<file path="src/rtl/oled_text_refresh_if.sv">
// Host write port and downstream OLED command port of oled_text_refresh.
// master = host/driver side, slave = the refresh engine.
interface oled_text_refresh_if;
  logic       wr_en;
  logic [4:0] wr_addr;
  logic [7:0] wr_data;
  logic       oled_ready;
  logic [8:0] oled_cmd;
  logic       oled_strobe;
  logic       oled_wait;
  logic       init_done;

  modport master (
    output wr_en, wr_addr, wr_data, oled_ready,
    input  oled_cmd, oled_strobe, oled_wait, init_done
  );

  modport slave (
    input  wr_en, wr_addr, wr_data, oled_ready,
    output oled_cmd, oled_strobe, oled_wait, init_done
  );
endinterface

</file>
<file path="src/rtl/oled_text_refresh.sv">
// 2x16 character OLED refresher: init sequence, then redraws text buffer cells.
// Define OLED_DIRTY_TRACK_EN to redraw only changed cells; default redraws all cells forever.
//
// state | meaning
// INIT  | issue the five-command init sequence
// SCAN  | test one cell per cycle at ptr
// ADDR  | issue DDRAM address for cell ptr
// CHAR  | issue character code for cell ptr
// GUARD | one dead cycle after every strobe, oled_ready ignored
module oled_text_refresh #(
  parameter bit CMD_WAIT = 1'b1
) (
  input logic                clk_48mhz,
  input logic                reset,
  oled_text_refresh_if.slave bus
);
  typedef enum logic [2:0] {INIT, SCAN, ADDR, CHAR, GUARD} state_t;

  state_t     state_q, ret_q;
  logic [2:0] init_idx_q;
  logic [4:0] ptr_q;
  logic [8:0] cmd_q;
  logic       vld_q;
  logic       init_done_q;
  logic [7:0] buf_q [32];

  logic       strobe;
  logic       wr_hit;
  logic [7:0] cell_now;
  logic [8:0] init_cmd;
  logic       cell_dirty;

  always_comb begin
    case (init_idx_q)
      3'd0:    init_cmd = 9'h038;
      3'd1:    init_cmd = 9'h01F;
      3'd2:    init_cmd = 9'h00E;
      3'd3:    init_cmd = 9'h001;
      default: init_cmd = 9'h006;
    endcase
  end

  // Strobe is qualified by the live ready so no command ever leaves while the port is busy.
  assign strobe   = vld_q & bus.oled_ready & ~reset;
  assign wr_hit   = bus.wr_en & (bus.wr_addr == ptr_q);
  assign cell_now = wr_hit ? bus.wr_data : buf_q[ptr_q];

  assign bus.oled_cmd    = cmd_q;
  assign bus.oled_strobe = strobe;
  assign bus.oled_wait   = CMD_WAIT;
  assign bus.init_done   = init_done_q;

  always_ff @(posedge clk_48mhz) begin
    if (reset) begin
      for (int i = 0; i < 32; i++) buf_q[i] <= 8'h20;
    end else if (bus.wr_en) begin
      buf_q[bus.wr_addr] <= bus.wr_data;
    end
  end

`ifdef OLED_DIRTY_TRACK_EN
  logic [31:0] dirty_q;

  assign cell_dirty = dirty_q[ptr_q];

  // Host set is applied after the CHAR clear so a write racing the strobe is redrawn later.
  always_ff @(posedge clk_48mhz) begin
    if (reset) begin
      dirty_q <= '1;
    end else begin
      if (state_q == CHAR && strobe) dirty_q[ptr_q] <= 1'b0;
      if (bus.wr_en) dirty_q[bus.wr_addr] <= 1'b1;
    end
  end
`else
  assign cell_dirty = 1'b1;
`endif

  always_ff @(posedge clk_48mhz) begin
    if (reset) begin
      state_q     <= INIT;
      ret_q       <= INIT;
      init_idx_q  <= '0;
      ptr_q       <= '0;
      cmd_q       <= '0;
      vld_q       <= 1'b0;
      init_done_q <= 1'b0;
    end else begin
      case (state_q)
        INIT: begin
          if (!vld_q) begin
            cmd_q <= init_cmd;
            vld_q <= 1'b1;
          end else if (strobe) begin
            vld_q   <= 1'b0;
            state_q <= GUARD;
            if (init_idx_q == 3'd4) begin
              ret_q       <= SCAN;
              init_done_q <= 1'b1;
            end else begin
              ret_q      <= INIT;
              init_idx_q <= init_idx_q + 3'd1;
            end
          end
        end
        SCAN: begin
          if (cell_dirty) begin
            cmd_q   <= {1'b0, 1'b1, ptr_q[4], 2'b00, ptr_q[3:0]};
            vld_q   <= 1'b1;
            state_q <= ADDR;
          end else begin
            ptr_q <= ptr_q + 5'd1;
          end
        end
        ADDR: begin
          if (strobe) begin
            vld_q   <= 1'b0;
            ret_q   <= CHAR;
            state_q <= GUARD;
          end
        end
        CHAR: begin
          // Track the buffer while waiting so the strobe carries the latest character.
          if (strobe) begin
            vld_q   <= 1'b0;
            ret_q   <= SCAN;
            state_q <= GUARD;
            ptr_q   <= ptr_q + 5'd1;
          end else begin
            cmd_q <= {1'b1, cell_now};
          end
        end
        GUARD: begin
          state_q <= ret_q;
          if (ret_q == CHAR) begin
            cmd_q <= {1'b1, cell_now};
            vld_q <= 1'b1;
          end
        end
        default: state_q <= INIT;
      endcase
    end
  end
endmodule

</file>
<file path="src/flat_wrapper.sv">
// flat-port wrapper written by rule: the top's interface ports become plain ports
module oled_text_refresh_flat 
#(
  parameter bit CMD_WAIT = 1'b1
)
  (clk_48mhz, reset, bus_wr_en, bus_wr_addr, bus_wr_data, bus_oled_ready, bus_oled_cmd, bus_oled_strobe, bus_oled_wait, bus_init_done);
  oled_text_refresh_if bus_i ();
  input logic clk_48mhz;
  input logic reset;
  input wire logic [$bits(bus_i.wr_en)-1:0] bus_wr_en;
  input wire logic [$bits(bus_i.wr_addr)-1:0] bus_wr_addr;
  input wire logic [$bits(bus_i.wr_data)-1:0] bus_wr_data;
  input wire logic [$bits(bus_i.oled_ready)-1:0] bus_oled_ready;
  output wire logic [$bits(bus_i.oled_cmd)-1:0] bus_oled_cmd;
  output wire logic [$bits(bus_i.oled_strobe)-1:0] bus_oled_strobe;
  output wire logic [$bits(bus_i.oled_wait)-1:0] bus_oled_wait;
  output wire logic [$bits(bus_i.init_done)-1:0] bus_init_done;
  assign bus_i.wr_en = bus_wr_en;
  assign bus_i.wr_addr = bus_wr_addr;
  assign bus_i.wr_data = bus_wr_data;
  assign bus_i.oled_ready = bus_oled_ready;
  assign bus_oled_cmd = bus_i.oled_cmd;
  assign bus_oled_strobe = bus_i.oled_strobe;
  assign bus_oled_wait = bus_i.oled_wait;
  assign bus_init_done = bus_i.init_done;
  oled_text_refresh #(.CMD_WAIT(CMD_WAIT)) u_core (.clk_48mhz(clk_48mhz), .reset(reset), .bus(bus_i));
endmodule
</file>
<file path="config.mk">
export PLATFORM = sky130hd
export DESIGN_NAME = oled_text_refresh_flat
export DESIGN_NICKNAME = d
export VERILOG_FILES = /design/src/rtl/oled_text_refresh_if.sv /design/src/rtl/oled_text_refresh.sv /design/src/flat_wrapper.sv
export SDC_FILE = /design/constraint.sdc
export NUM_CORES = 1
export LEC_CHECK = 0
export CORE_MARGIN = 5
export CORE_UTILIZATION = 50
export CTS_CLUSTER_SIZE = 40
export DETAILED_ROUTE_END_ITERATION = 16
export PLACE_DENSITY = 0.79
export SLEW_MARGIN = 30
export SYNTH_ARGS = -nofsm -noshare
export SYNTH_HDL_FRONTEND = slang
export SYNTH_SLANG_ARGS = --single-unit
</file>
<file path="constraint.sdc">
create_clock -name clk_48mhz -period 2.6 [get_ports clk_48mhz]
set_clock_uncertainty 0.1 [all_clocks]
set_input_delay 0.52 -clock clk_48mhz [delete_from_list [all_inputs] [get_ports clk_48mhz]]
set_output_delay 0.52 -clock clk_48mhz [all_outputs]
set_load 0.05 [all_outputs]
</file>
==> results of run 1 <==
cell type report:
| cell class | instances | area, um2 |
|---|---|---|
| tap | 341 | 427 |
| clock buffer | 34 | 744 |
| multi-input combinational | 628 | 4780 |
| fill | 2015 | 11000 |
| clock inverter | 17 | 129 |
| sequential | 285 | 8280 |
| timing repair buffer | 149 | 1330 |
| inverter | 8 | 30.0 |
worst min-delay path, stage by stage, from the launching register on:
cell and delay [ns]:
dfxtp_1 0.33, nand2_1 0.06, a21oi_1 0.05
worst max-delay path by stage:
stage	cells after the start	to	start
2_1_floorplan	5	u_core.buf_q[16][0]	bus_wr_addr[2]
3_3_place_gp	4	u_core.buf_q[17][2]	bus_wr_addr[3]
3_5_place_dp	4	u_core.buf_q[19][5]	bus_wr_addr[3]
4_1_cts	7	u_core.bus.oled_cmd[2]	flop
5_1_grt	5	u_core.bus.oled_cmd[4]	flop
6_report	5	u_core.bus.oled_cmd[4]	flop
layer usage:
layer,vias to the layer above,part of all wire (%),wire [um]
met3,100,9.2,3140
met1,4412,38,13100
met4,2,3.9,1330
met5,-,0.026,9
met2,528,48,16500
li1,3922,-,-
logic make-up (layout without fill, tap and decap cells):
group	Yosys count	in the layout	synth area share, %
AO/OA/AOI/OAI	103	103	4.74
XOR/XNOR	10	10	0.651
adder cells (fa/ha/maj)	6	6	0.558
buffers and inverters	93	208	3.01
flip-flops	285	285	61.5
multiplexers	92	92	11.9
other	1	1	0.0279
AND/OR/NAND/NOR	416	416	17.6
Yosys cell counts, drive strengths merged (6+ instances only):
| cell type | instances |
|---|---|
| nand2 | 27 |
| a31oi | 7 |
| buf | 29 |
| inv | 8 |
| nor2 | 59 |
| o22ai | 15 |
| xor2 | 7 |
| mux2 | 25 |
| and2 | 195 |
| or3 | 34 |
| nand3 | 9 |
| edfxtp | 256 |
| nand2b | 8 |
| dfxtp | 29 |
| nor3 | 43 |
| o21ai | 44 |
| mux2i | 15 |
| nand3b | 8 |
| nor2b | 7 |
| nor4 | 6 |
| clkbuf | 56 |
| mux4 | 52 |
| a21oi | 13 |
| ha | 6 |
repair_timing:
item | 4_1_cts | 5_1_grt
setup endpoints to repair | 0 | 1
hold buffers | 0 | 0
setup buffers | 0 | 8
power by group:
| part | internal, uW | leakage (uW) | switching (uW) |
|---|---|---|---|
| Combinational | 285 | 0.00225 | 436 |
| Clock | 2220 | 0.000422 | 1690 |
| Sequential | 5220 | 0.00269 | 95.7 |
| Total | 7720 | 0.00537 | 2220 |
through the flow:
stage / hold WS (ns) / total power, uW
3_3_place_gp: 0.370 / 6090
3_5_place_dp: 0.382 / 6120
2_1_floorplan: 0.350 / 5750
5_1_grt: 0.401 / 10200
6_report: 0.388 / 9940
4_1_cts: 0.391 / 9950
flip-flops by register name, summed over array words and instances, names as in the netlist, named ones only:
signal and cells:
u_core.ptr_q 5, u_core.ret_q 2, u_core.init_idx_q 3, u_core.bus.init_done 1
u_core.vld_q 1, u_core.buf_q 256, u_core.state_q 3, u_core.bus.oled_cmd 9
==> metrics, run 1 <==
Final Wtd Congestion=0.925; commonest non-fill, non-tap cell in the layout=edfxtp_1; Max VDD drop=0.630 mV; Worst Tran Pin Value=0.573 ns; top cells by area, synth=edfxtp_1, and2_1, mux4_2, dfxtp_1, mux2_2; Die H=174 um; Clock Pin Slew Worst Setup and Hold Paths=0.06 ns; cell taking the most area after synthesis=edfxtp_1; DP HPWL=22.4 mm; post-layout util=58.8%; vias in the first global route=8754; met2 Resource Use GR=36.2%; Post-Syn Instances=1006; layer with the highest usage=met2; cells on worst reg2reg path=5; Sum Neg Setup Slack=0 ns; number of diodes=0; CP delay by family, top=flip-flops; path type of the worst min-delay path=flop to flop; relative slew slack=61.5%; leak pwr=0.00537 uW; met1 Usage GRT=29.6%; Synth Flop Type=edfxtp_1; Die W=174 um; dpl cell area=0.0148 mm2; critical path arrival=2.84 ns; final hold violation count=0; WP buf/inv=0; Worst Hold Endpoint=u_core.ret_q[1]; design area=0.0157 mm2; Initial Util=50.3%; Core Area=0.0267 mm2; Post-Syn Area=0.0134 mm2; post-route insts no fill=1462; Rows=60; Post-synth EDFFs=256; drt total wl=34.0 mm; Synth top area share=57.2%; Nets=1123; Die ar.=0.0303 mm2; per-cell routed wire length=23.3 um; syn avg cell area=13.4 um2; RSZ-0062 raised after global routing=no; placed insts=1403; CP required=2.94 ns; detailed-route via count=8964; crit path max-delay cell type=dfxtp_2; synth warn=0; P&R area growth vs syn=16.8%; Max Root-Sink Buffers=3; cells along the critical path=mux4_2 > nor4b_1 > a311o_1 > nor4_1 > a221o_1; PortBufs=27; path type of the worst setup path=flop to flop; CTS resizes=0; layout cells sized above 1=22.2%; largest net degree at the start of global routing=40; final setup violation count=0; Synth cell types=59; Mapped Nets=1029; Crit. End Element=flop; H-tree depth=1; Slew Limit Fails=0; r2r setup slk=0.10 ns; post-placement worst setup slack=-0.00850 ns; Hold Path Origin=u_core.ret_q[1]; Tmin final=2.50 ns; reg2reg end=u_core.bus.oled_cmd[4]; drt drc=0; largest fanout on the critical path=12; Num CTS Buffers=28; outcome=finished, final reports clean; worst stage delay on the critical path=0.63 ns; number of synthesized register bits=285; CTS sink cnt=285; most frequent cells in the layout=edfxtp_1, and2_1, buf_4, nor2_1, mux4_2; Ports=29; ys async rst share=0%; GR Overflow Total=0; Initial DRC Count=972; Pre-Repair DR Iteration Count=6; clock latency on the worst-skew pair=0.55 ns; Max Clock Freq=401 MHz; Startpoint Class=flop; PwrDens=633 mW/mm2; first-pass GRT wire length=52.1 mm; worst setup margin=0.105 ns; DRT antenna net count=0; fin crit share=96.0%; via-per-instance ratio=6.13; met3 Usage GRT=4.52%; MaxCap Viol Count=0; CTS tree=built; number of antenna violations at the first check in global routing=1; WHS Path Cells=2; root buf cell=clkbuf_16; GRT Overall Usage=22.2%; register area share after synthesis=61.5%
(Power assumes the default switching activity.)
==> run 2, diff against run 1 <==
CORE_UTILIZATION = 40   (was 50)
DONT_BUFFER_PORTS = 1   (was not set)
PLACE_DENSITY = 0.66   (was 0.79)
==> metrics, run 2 (same netlist as run 1, synthesis figures left out) <==
path type of the worst setup path=flop to flop; Startpoint Class=flop; area of the multi-input gates=0.00478 mm2; critical path arrival=2.87 ns; final hold violation count=0; WP buf/inv=0; Max VDD drop=0.503 mV; Crit. End Element=flop; max reg flops=256; met2 Resource Use GR=30.9%; DP HPWL=23.9 mm; combinational power share=5.1%; Register Area=0.00828 mm2; most frequent cells in the layout=edfxtp_1, and2_1, buf_4, nor2_1, mux4_2; per-cell routed wire length=23.8 um; Worst Tran Pin Value=0.675 ns; detailed-route via count=8637; commonest non-fill, non-tap cell in the layout=edfxtp_1; Slew Limit Fails=0; Initial DRC Count=949; P&R area growth vs syn=12.9%; via-per-instance ratio=5.74; Max Clock Freq=403 MHz; MaxCap Viol Count=0; post-placement worst setup slack=0.110 ns; Ports=29; Pint=7670 uW; final setup violation count=0; Setup crit start=u_core.state_q[0]; switch share=22.3%; H-tree depth=1; fin crit share=95.4%; largest net degree at the start of global routing=35; root buf cell=clkbuf_16; GR Overflow Total=0; outcome=finished, final reports clean; Hold Path Origin=bus_wr_data[6]; met3 Usage GRT=2.49%; Max Root-Sink Buffers=3; drt total wl=35.7 mm; PwrDens=650 mW/mm2; Clock Pin Slew Worst Setup and Hold Paths=0.06 ns; fillers=3027; Die H=193 um; CP required=2.99 ns; PortBufs=0; Clk pwr share=40.4%; largest fanout on the critical path=9; reg2reg start=u_core.state_q[0]; GRT Overall Usage=18.6%; post-layout util=45.5%; Pwr Total=9870 uW; largest register by flop count=u_core.buf_q; CTS resizes=0; Tmin final=2.48 ns; Die W=193 um; path type of the worst min-delay path=primary input to flop; clock latency on the worst-skew pair=0.55 ns; Initial Util=40.3%; Final Wtd Congestion=0.887; CTS tree=built; Nets=1059; Die ar.=0.0374 mm2; number of antenna violations at the first check in global routing=1; vias in the first global route=8665; first-pass GRT wire length=54.5 mm; CP delay by family, top=compound AO/OA/AOI/OAI gates; RSZ-0062 raised after global routing=no; worst stage delay on the critical path=0.65 ns; CTS sink cnt=285; Core Area=0.0334 mm2; layer with the highest usage=met2; Hold WS=0.0562 ns; relative slew slack=54.9%; cells along the critical path=or3b_2 > o22ai_1 > nand2_1 > o41ai_1 > a221o_1; leak pwr=0.00503 uW; layout cells sized above 1=20.5%; worst setup margin=0.121 ns; Rows=67; met1 Usage GRT=26.3%; Pre-Repair DR Iteration Count=5; drt drc=0; Switch Pwr=2210 uW; number of diodes=0; Flop pwr share=54.5%; crit path max-delay cell type=o41ai_1; Sum Neg Setup Slack=0 ns; DRT antenna net count=0; Num CTS Buffers=29
run 2: worst paths after layout:
kind | end | slack (ns) | cells past startpoint
max | u_core.bus.oled_cmd[4] | 0.12 | 5
min | u_core.bus.oled_cmd[6] | 0.06 | 2
max reg2reg | u_core.bus.oled_cmd[4] | 0.12 | 5
min reg2reg | u_core.ret_q[1] | 0.39 | 2
run 2: metal layers:
layer | up-vias | routed length, um | part of all wire (%)
met5 | - | 0 | 0
met1 | 4397 | 15200 | 43
met2 | 390 | 17000 | 48
met4 | 0 | 854 | 2.4
li1 | 3788 | - | -
met3 | 62 | 2640 | 7.4
run 2: worst reg2reg max path, stage by stage, from the launching register on:
cell     delay [ns]
dfxtp_1        0.38
or3b_2         0.56
o22ai_1        0.28
nand2_1        0.21
o41ai_1        0.65
a221o_1        0.25
run 2: repair_timing:
item                                   in CTS  in global routing
endpoints found under the hold margin      21                  0
buffers inserted                            0                  1
setup endpoints to repair                   0                  3
hold buffers                                1                  0
run 2: layout make-up:
type,count,share of cell area [%]
flip-flops and latches,285,54.5
inverters,8,0.198
well taps,448,3.69
multi-input cells,628,31.4
clock inverters,18,0.972
clock buffers,33,4.88
repair buffers,84,4.33
run 2: metrics by stage:
| stage | area, um2 | instances |
|---|---|---|
| floorplan | 13400 | 1006 |
| global placement | 14300 | 1451 |
| detailed placement | 14300 | 1451 |
| CTS | 15200 | 1503 |
| global route | 15200 | 1504 |
| finish | 15200 | 1504 |
run 2: power groups by stage:
stage	clock network, uW	registers (uW)	logic (uW)
3_5_place_dp	0	5470	495
5_1_grt	4200	5390	541
2_1_floorplan	0	5410	341
4_1_cts	4020	5380	503
6_report	3980	5380	507
3_3_place_gp	0	5470	486
==> run 3, diff against run 2 <==
--- a/config.mk
+++ b/config.mk
@@ -11,5 +11,6 @@
 export DETAILED_ROUTE_END_ITERATION = 16
 export DONT_BUFFER_PORTS = 1
-export PLACE_DENSITY = 0.66
+export PLACE_DENSITY = 0.64
+export REMOVE_ABC_BUFFERS = 1
 export SLEW_MARGIN = 30
 export SYNTH_ARGS = -nofsm -noshare
==> constraint.sdc (replaced) <==
create_clock -name clk_48mhz -period 2.4 [get_ports clk_48mhz]
set_clock_uncertainty 0.1 [all_clocks]
set_input_delay 0.48 -clock clk_48mhz [delete_from_list [all_inputs] [get_ports clk_48mhz]]
set_output_delay 0.48 -clock clk_48mhz [all_outputs]
set_load 0.005 [all_outputs]
==> metrics, run 3 (same netlist as run 1, synthesis figures left out) <==
H-tree depth=1; P&R area growth vs syn=14.6%; Die W=193 um; leak pwr=0.00514 uW; Pre-Repair DR Iteration Count=5; Nets=1069; CTS sink cnt=285; crit path max-delay cell type=dfxtp_2; Core Area=0.0334 mm2; Max VDD drop=0.400 mV; number of diodes=0; Rows=67; Die H=193 um; CP delay by family, top=compound AO/OA/AOI/OAI gates; fillers=2981; Initial Util=40.3%; Pwr Total=10900 uW; final setup violation count=0; path type of the worst min-delay path=primary input to flop; Worst Tran Pin Value=0.678 ns; Ports=29; per-cell routed wire length=24.1 um; CTS tree=built; WP buf/inv=0; path type of the worst setup path=flop to flop; PortBufs=0; root buf cell=clkbuf_16; largest net degree at the start of global routing=41; Slew Limit Fails=0; Tmin final=2.27 ns; Max Root-Sink Buffers=3; via-per-instance ratio=5.71; drt drc=0; vias in the first global route=8453; Max Clock Freq=440 MHz; post-route insts no fill=1516; largest fanout on the critical path=12; number of antenna violations at the first check in global routing=1; DP HPWL=24.2 mm; CTS resizes=0; area of the multi-input gates=0.00478 mm2; cells along the critical path=mux4_2 > nor2b_1 > a2111oi_2 > nor4_1 > a221o_1; Startpoint Class=flop; RSZ-0062 raised after global routing=no; fin crit share=94.7%; final hold violation count=0; detailed-route via count=8654; max reg flops=256; DRT antenna net count=0; relative slew slack=54.6%; critical path arrival=2.60 ns; layout cells sized above 1=20.6%; Register Area=0.00828 mm2; drt total wl=36.6 mm; GRT Overall Usage=19.2%; Final Wtd Congestion=0.894; PwrDens=707 mW/mm2; largest register by flop count=u_core.buf_q; Clock Pin Slew Worst Setup and Hold Paths=0.06 ns; clock latency on the worst-skew pair=0.55 ns; Die ar.=0.0374 mm2; placed insts=1452; CP required=2.73 ns; commonest non-fill, non-tap cell in the layout=edfxtp_1; first-pass GRT wire length=55.3 mm; Initial DRC Count=1050; most frequent cells in the layout=edfxtp_1, and2_1, buf_4, nor2_1, mux4_2; Num CTS Buffers=29; MaxCap Viol Count=0; outcome=finished, final reports clean; GR Overflow Total=0; worst stage delay on the critical path=0.59 ns; Crit. End Element=flop
run 3: cell count changes in the layout (fill, tap and decap cells not counted), sizes merged:
cell         delta
buf             +6
dlygate4sd3     +4
bufinv          +1
clkinvlp        -3
clkbuf          +6
inv             +1
clkinv          -3
run 3: report_power, final:
part / total [uW] / internal (uW) / switching [uW]
Clock: 4550 / 2690 / 1860
Combinational: 546 / 233 / 313
Sequential: 5790 / 5660 / 135
Total: 10900 / 8580 / 2310
run 3: final timing paths:
path                   start                endpoint  slack [ns]  cells past startpoint
max reg2reg             flop  u_core.bus.oled_cmd[4]        0.13                      5
max                     flop  u_core.bus.oled_cmd[4]        0.13                      5
min           bus_wr_data[5]     u_core.buf_q[23][5]        0.03                      1
min reg2reg  u_core.ret_q[1]         u_core.ret_q[1]        0.39                      2
run 3: routing by layer:
metal | track usage (%) | share of wire, % | vias up
li1 | - | - | 3811
met1 | 28.3 | 43 | 4389
met2 | 29.5 | 46 | 392
met3 | 3.41 | 8.0 | 62
met4 | 5.32 | 2.6 | 0
met5 | 0 | 0 | -
run 3: area by class of cell:
| type | count | share of cell area (%) |
|---|---|---|
| clock inverter | 14 | 0.925 |
| tap | 448 | 3.64 |
| inverter | 8 | 0.195 |
| clock buffer | 39 | 5.28 |
| multi-input combinational | 628 | 31.0 |
| sequential | 285 | 53.7 |
| timing repair buffer | 94 | 5.31 |
run 3: timing repair:
item / in CTS / in global routing
endpoints found under the hold margin: 33 / 0
hold buffers: 5 / 0
setup endpoints to repair: 0 / 3
setup buffers: 0 / 6
run 3: per-stage QoR:
stage	TNS, ns	hold slack (ns)	util (%)	setup slack, ns	instance area [um2]
final	0	0.0270	46.2	0.128	15400
after global routing	0	0.00696	46.2	0.0281	15400
after CTS	0	0.00276	46.1	0.103	15400
after detailed placement	0	0.372	43.1	0.126	14400
after global placement	0	0.366	43.1	0.137	14400
after floorplan	-16.83	0.344	-	-1.46	13100
